$ cat src/rtl/alu_ctrl_stage.sv
// rtl/alu_ctrl_stage.sv - registered ALU-control decode stage with one-entry skid buffer
module alu_ctrl_stage #(
    parameter int OPCODE_LENGTH = 4,
    parameter int CNT_WIDTH     = 16
) (
    input  logic                     clk,
    input  logic                     reset,
    input  logic                     flush,
    input  logic                     in_valid,
    output logic                     in_ready,
    input  logic [6:0]               opcode,
    input  logic [2:0]               funct3,
    input  logic [6:0]               funct7,
    output logic                     out_valid,
    input  logic                     out_ready,
    output logic [OPCODE_LENGTH-1:0] Operation,
    output logic                     illegal,
    output logic [CNT_WIDTH-1:0]     illegal_count
);

    localparam logic [3:0] ALU_AND = 4'b0000;
    localparam logic [3:0] ALU_XOR = 4'b0001;
    localparam logic [3:0] ALU_SUB = 4'b0010;
    localparam logic [3:0] ALU_OR  = 4'b0011;
    localparam logic [3:0] ALU_ADD = 4'b0100;
    localparam logic [3:0] ALU_BEQ = 4'b1000;
    localparam logic [3:0] ALU_SLL = 4'b1001;
    localparam logic [3:0] ALU_LUI = 4'b1010;

    logic [3:0]               dec_code;
    logic                     dec_ill;
    logic [OPCODE_LENGTH-1:0] dec_op;

    logic                     out_v;
    logic [OPCODE_LENGTH-1:0] out_op;
    logic                     out_ill;
    logic                     skid_v;
    logic [OPCODE_LENGTH-1:0] skid_op;
    logic                     skid_ill;
    logic                     in_ready_r;
    logic [CNT_WIDTH-1:0]     cnt;

    logic                     accept;
    logic                     consume;

    // Illegal encodings leave dec_code at zero so the ALU sees a harmless AND.
    always_comb begin
        dec_code = 4'b0000;
        dec_ill  = 1'b0;
        case (opcode)
            7'b0110011: begin
                case (funct3)
                    3'b000: begin
                        if (funct7 == 7'b0000000)      dec_code = ALU_ADD;
                        else if (funct7 == 7'b0100000) dec_code = ALU_SUB;
                        else                           dec_ill  = 1'b1;
                    end
                    3'b111:  if (funct7 == 7'd0) dec_code = ALU_AND; else dec_ill = 1'b1;
                    3'b110:  if (funct7 == 7'd0) dec_code = ALU_OR;  else dec_ill = 1'b1;
                    3'b100:  if (funct7 == 7'd0) dec_code = ALU_XOR; else dec_ill = 1'b1;
                    3'b001:  if (funct7 == 7'd0) dec_code = ALU_SLL; else dec_ill = 1'b1;
                    default: dec_ill = 1'b1;
                endcase
            end
            7'b0010011: begin
                case (funct3)
                    3'b000:  dec_code = ALU_ADD;
                    3'b111:  dec_code = ALU_AND;
                    3'b110:  dec_code = ALU_OR;
                    3'b100:  dec_code = ALU_XOR;
                    3'b001:  if (funct7 == 7'd0) dec_code = ALU_SLL; else dec_ill = 1'b1;
                    default: dec_ill = 1'b1;
                endcase
            end
            7'b0000011, 7'b0100011, 7'b1100111: dec_code = ALU_ADD;
            7'b1100011: if (funct3 == 3'b000) dec_code = ALU_BEQ; else dec_ill = 1'b1;
            7'b0110111: dec_code = ALU_LUI;
            default:    dec_ill = 1'b1;
        endcase
    end

    assign dec_op  = OPCODE_LENGTH'(dec_code);
    assign accept  = in_valid && in_ready_r;
    assign consume = out_v && out_ready;

    // in_ready_r always equals "skid empty"; an accept therefore never meets a full skid.
    always_ff @(posedge clk) begin
        if (reset) begin
            out_v      <= 1'b0;
            out_op     <= '0;
            out_ill    <= 1'b0;
            skid_v     <= 1'b0;
            skid_op    <= '0;
            skid_ill   <= 1'b0;
            in_ready_r <= 1'b1;
            cnt        <= '0;
        end else if (flush) begin
            out_v      <= 1'b0;
            skid_v     <= 1'b0;
            in_ready_r <= 1'b1;
        end else begin
            if (accept) begin
                if (!out_v || out_ready) begin
                    out_v   <= 1'b1;
                    out_op  <= dec_op;
                    out_ill <= dec_ill;
                end else begin
                    skid_v     <= 1'b1;
                    skid_op    <= dec_op;
                    skid_ill   <= dec_ill;
                    in_ready_r <= 1'b0;
                end
                if (dec_ill && (cnt != '1)) cnt <= cnt + 1'b1;
            end else if (consume) begin
                if (skid_v) begin
                    out_op     <= skid_op;
                    out_ill    <= skid_ill;
                    skid_v     <= 1'b0;
                    in_ready_r <= 1'b1;
                end else begin
                    out_v <= 1'b0;
                end
            end
        end
    end

    assign in_ready      = in_ready_r;
    assign out_valid     = out_v;
    assign Operation     = out_op;
    assign illegal       = out_ill;
    assign illegal_count = cnt;

endmodule

$ cat config.mk
export PLATFORM = sky130hd
export DESIGN_NAME = alu_ctrl_stage
export DESIGN_NICKNAME = d
export VERILOG_FILES = /design/src/rtl/alu_ctrl_stage.sv
export SDC_FILE = /design/constraint.sdc
export NUM_CORES = 1
export LEC_CHECK = 0
export CAP_MARGIN = 20
export CORE_UTILIZATION = 37
export DETAILED_ROUTE_END_ITERATION = 7
export SYNTH_ARGS = -nofsm -noshare
export SYNTH_HDL_FRONTEND = slang
export SYNTH_SLANG_ARGS = --single-unit
$ cat constraint.sdc
create_clock -name clk -period 1.9 [get_ports clk]
set_input_delay 0.38 -clock clk [delete_from_list [all_inputs] [get_ports clk]]
set_output_delay 0.38 -clock clk [all_outputs]
set_load 0.005 [all_outputs]
=== Word level (Yosys, flattened, before mapping) ===
Cells that the tools add are included.

* $add $sub $neg: 1
* $mul: 0
* Div/mod/pow operators: 0
* $lt $le $gt $ge: 0
* Eq/ne operators: 16
* Shift-type cells: 0
* Muxes and demuxes: 35
* Bitwise gates (word level): 2
* Reductions and logical operators: 20

{| class="wikitable"
|+ Operator list
! kind !! number
|-
| case mux 4 bit (4 select lines) || 2
|-
| == test 7 x 6 -> 1 bit (second input constant) || 4
|-
| 2-to-1 mux 4 bit || 6
|-
| 2-to-1 mux 1 bit || 20
|-
| case mux 4 bit (5 select lines) || 1
|-
| adder 16 x 1 -> 16 bit (second input constant) || 1
|-
| inequality test 16 bit (second input constant) || 1
|-
| == test 7 bit (second input constant) || 2
|-
| AND reduction 3 bit || 4
|-
| OR reduction 4 bit || 3
|-
| == test 3 bit (second input constant) || 3
|-
| == test 7 x 2 -> 1 bit (second input constant) || 1
|-
| == test 7 x 5 -> 1 bit (second input constant) || 1
|-
| zero test 7 bit || 1
|-
| 2-to-1 mux 2 bit || 2
|-
| inequality test 2 x 1 -> 1 bit (second input constant) || 2
|-
| case mux 1 bit (2 select lines) || 2
|-
| case mux 1 bit (4 select lines) || 1
|-
| AND reduction 4 bit || 1
|-
| nonzero test 2 bit || 2
|-
| == test 3 x 1 -> 1 bit (second input constant) || 1
|-
| logical AND 1 bit || 3
|-
| zero test 3 bit || 1
|-
| 2-to-1 mux 3 bit || 1
|-
| other kinds (7) || 8
|}

* Register bits after elaboration: 29
* Latch bits: 0
* RAM bits: 0
* ROM bits: 0
* Input bits: 22
* Output and inout bits: 23
* Word-level logic and storage cells: 82
* Memories: 0

=== Logic depth before layout (Yosys ltp) ===
* Word-level depth: 7
* Gate-level depth with buffers: 9
* Gate-level depth less buffers: 7

=== Worst setup path after synthesis ===
Ideal clock, no wire load.

* Path type: input port to flip-flop
* Start: input port funct3[2]
* End: register cnt[8], in the netlist illegal_count[8]
* Library setup time: 121 ps
* Data arrival time: 1948 ps
* Required time: 1779 ps
* Path slack: -169 ps
* Stages on the path: 9
* Path buffers: 3
* Path through: buf_2 > nor3_2 > o21ai_1 > o311ai_4 > and2_4 > buf_6 > buf_6 > nor4_4 > mux2_4

* Cells in the longest elaborated chain, start to end: 6
* Elaborated cells between the ends (all ways): 13
* Classes of those cells: eq/ne: 4; mux: 4; reduce/logical: 5

{| class="wikitable"
|+ RTL lines
! what !! RTL line !! source
|-
| start, declared || 12 || <nowiki>input logic [2:0] funct3,</nowiki>
|-
| == test 3 bit (tied with other cells) || 52, 66 ||
|-
| OR reduction 4 bit (no source line) || -- ||
|-
| case mux 1 bit (2 select lines), on equally long branches || 66, 52 ||
|-
| case mux 1 bit (4 select lines) (*) || 50 || <nowiki>case (opcode)</nowiki>
|-
| logical AND 1 bit (*) || 113 || <nowiki>if (dec_ill && (cnt != '1)) cnt <= cnt + 1'b1;</nowiki>
|-
| AND reduction 3 bit (no source line) (*) || -- ||
|-
| end signal, assigned || 113 ||
|-
| end, declared || 41 || <nowiki>logic [CNT_WIDTH-1:0] cnt;</nowiki>
|}

Mark *: on every way between the ends. The rest lies on a longest branch, timed or not.
A chain may end at the register's enable or synchronous reset.

=== Worst setup path after layout ===
* Start: input port funct7[0]
* End: register out_op[2], in the netlist Operation[2]

* Cells in the longest elaborated chain, start to end: 6

{| class="wikitable"
|+ RTL lines
! what !! RTL line !! source
|-
| start, declared || 13 || <nowiki>input logic [6:0] funct7,</nowiki>
|-
| zero test 7 bit || 54 || <nowiki>if (funct7 == 7'b0000000) dec_code = ALU_ADD;</nowiki>
|-
| 2-to-1 mux 3 bit || 54 ||
|-
| case mux 4 bit (4 select lines) || 52 || <nowiki>case (funct3)</nowiki>
|-
| case mux 4 bit (5 select lines) || 50 ||
|-
| 2-to-1 mux 4 bit || 103 || <nowiki>if (!out_v || out_ready) begin</nowiki>
|-
| 2-to-1 mux 4 bit || 102 || <nowiki>if (accept) begin</nowiki>
|-
| end signal, assigned || 105 || <nowiki>out_op <= dec_op;</nowiki>
|-
| end signal, assigned || 116 || <nowiki>out_op <= skid_op;</nowiki>
|-
| end, declared || 35 || <nowiki>logic [OPCODE_LENGTH-1:0] out_op;</nowiki>
|}

Every way passes these cells. The select of a mux whose other input is x is not followed.

==> run metrics <==
min Tclk post-route=1.874 ns; worst hold margin=0.4698 ns; pin count of the biggest net entering global routing=40; placed cell area=2801 µm²; # DRC=0; Mapped Cells=228; synth warn=0; highest routed layer=met4; critical-path cell list=buf_2, nor4_4, buf_4, nand2_1, a2111o_1, o41ai_4, nand4_1, a31oi_1; Max-Cap Viols=0; WL/cell=14.63 µm; clk sinks=29; Synth Flop Type=dfxtp_1; die span in y=73.51 µm; Max VDD drop=0.3463 mV; die area=5403 µm²; wire length on met1=2762 µm; Slew Limit Fails=0; critical path's slowest cell=a2111o_1; Worst Setup End Kind=flop; layout cells sized above 1=0.3529; RSZ-0062 raised after global routing=yes; crit-path max FO=4; final setup fails=0; Final ANT Viol Nets=0; fill cell total of the finished layout=442; outcome=complete, no violations; mapped cell area=1892 µm²; cts hold-fix bufs=0; post-DP HPWL=4005 µm; number of global-route vias before repair=2026; clk buf depth=2; Lkg Pwr=0.001233 µW; post-route cell area=3122 µm²; Post-synth EDFFs=0; synth unique cells=56; Routed met2 length=2854 µm; clk root buf=clkbuf_8; sequential share of the synthesized area=0.3069; synthesized area per cell=8.297 µm²; async set or reset register ratio after synthesis=0; Antenna Cells=0; cells taking the most area after synthesis=dfxtp_1, nor2_1, a21oi_1; Final Hold Viols=0; vias per inst=5.305; first-pass GRT wire length=9715 µm; Post-Route WL=5953 µm; routed vias=2159; CP required=2.11 ns; Port-buffer cells=44; Initial Util=0.3927; cell taking the most area after synthesis=dfxtp_1; Slew HR=0.7631; measured slew at the worst slew-check pin=0.3527 ns; Syn Nets=251; GR Util All Layers=0.2367; clock latency on the worst-skew pair=0.29 ns; grt ovf=0; Die Width=73.51 µm; I/O Pins=45; max frequency=0.5335 GHz; share of the synthesized area in the top cell type=0.3069; worst path arrival time=2.09 ns; Post-layout nets=362; CTS tree=built; initial drt markers=106; clock-pin slew on the worst setup and hold paths=0.06 ns; Synth Register Bits=29; cts bufs inserted=5; pwr dens=508.3 nW/µm²; row count=25; crit start category=input port; Overall Power=1587 µW; H-tree depth=2; CORE AREA=4817 µm²; final period utilization=0.9865; slowest stage delay, CP=0.42 ns; initial antenna violation count=0; skew final=0.005118 ns; DR WL met3=258 µm; Hold Path Class=flop to flop; Placer Congestion=0.8614; drt pass-1 iters=4; crit path kind=input port to flop; area growth from synthesis to layout=65.01%
## registers in the layout, indices dropped and copies added, names as in the netlist
name / cells
Operation: 4
illegal: 1
illegal_count: 16
in_ready: 1
out_valid: 1
skid_ill: 1
skid_op: 4
skid_v: 1
## metal layers
metal,GRT usage,up-vias
li1,-,1066
met1,0.3081,1037
met2,0.3935,49
met3,0.04390,7
met4,0.07692,0
met5,0,-
## through the flow
stage / util / cells / setup TNS (ns) / setup slack (ns)
after floorplan: - / 228 / -0.6524 / -0.1253
after global placement: 0.5816 / 383 / -11.65 / -0.5824
after detailed placement: 0.5816 / 383 / -12.37 / -0.6528
after CTS: 0.6340 / 403 / 0 / 0.01318
after global routing: 0.6481 / 407 / -0.2236 / -0.06128
final: 0.6481 / 407 / 0 / 0.02568
## worst max-delay path: cells and delay by family
kind | cells | cell delay, ns
AOI/OAI and AO/OA | 3 | 0.86
buffers and inverters | 2 | 0.28
and+or+nand+nor | 3 | 0.55
## Yosys cell counts, drive strengths merged, types with 3 or more instances
cell / number
nor4b: 3
a21oi: 19
mux2: 9
o21ai: 6
buf: 4
nor2: 32
mux2i: 3
nor2b: 10
o31ai: 4
nand3b: 5
nand3: 5
clkbuf: 6
nor3: 10
dfxtp: 29
and4: 3
nand4: 10
nand2: 19
nor4: 4
inv: 6
nand2b: 3
a211oi: 7
## where the power goes
part           internal, µW  switching, µW  leakage (µW)  total [µW]
registers               617           6.16      0.000235         623
clock network           427            259     0.0000585         687
logic                   145            132      0.000940         277
total                  1190            397       0.00123        1590
## layout make-up
cell class	count	area, µm²	area share
flip-flops and latches	29	580.6	0.1860
repair buffers	113	929.6	0.2978
clock buffers	7	86.33	0.02766
clock inverters	1	30.03	0.009619
multi-input cells	184	1389	0.4449
inverters	6	22.52	0.007214
well taps	67	83.83	0.02685
## what timing repair did
action,4_1_cts,5_1_grt
buffers inserted,10,4
pin swaps,16,10
resized for setup,48,23
setup endpoints to repair,24,19
cloned,2,0
## final timing paths
check	startpoint	to	slack (ns)	cells past startpoint
setup / recovery	funct7[0]	Operation[2]	0.03	8
hold / removal	illegal	illegal	0.47	2
setup reg to reg	illegal_count[0]	illegal_count[11]	0.03	7
hold reg to reg	illegal	illegal	0.47	2
## cells in the final DEF, fill, tap and decap left out, drive strengths merged, types with 4 or more instances in the layout
cell type,instances
nand2,19
a21oi,19
o31ai,4
clkdlybuf4s50,26
a211oi,7
nor3,10
clkbuf,11
nor2,32
mux2,9
inv,6
nand3b,5
o21ai,6
dlygate4sd2,6
nor4,4
buf,74
dfxtp,29
nand4,10
nand3,5
nor2b,10
## kinds of logic after synthesis
group,Yosys count,share of synthesized area
flip-flops,29,0.3069
buffers and inverters,16,0.04232
adder cells (fa/ha/maj),1,0.006613
XOR/XNOR,1,0.004630
multiplexers,12,0.07936
AND/OR/NAND/NOR,117,0.3611
AO/OA/AOI/OAI,52,0.1991
No activity file was read; power rests on OpenSTA's default activity.
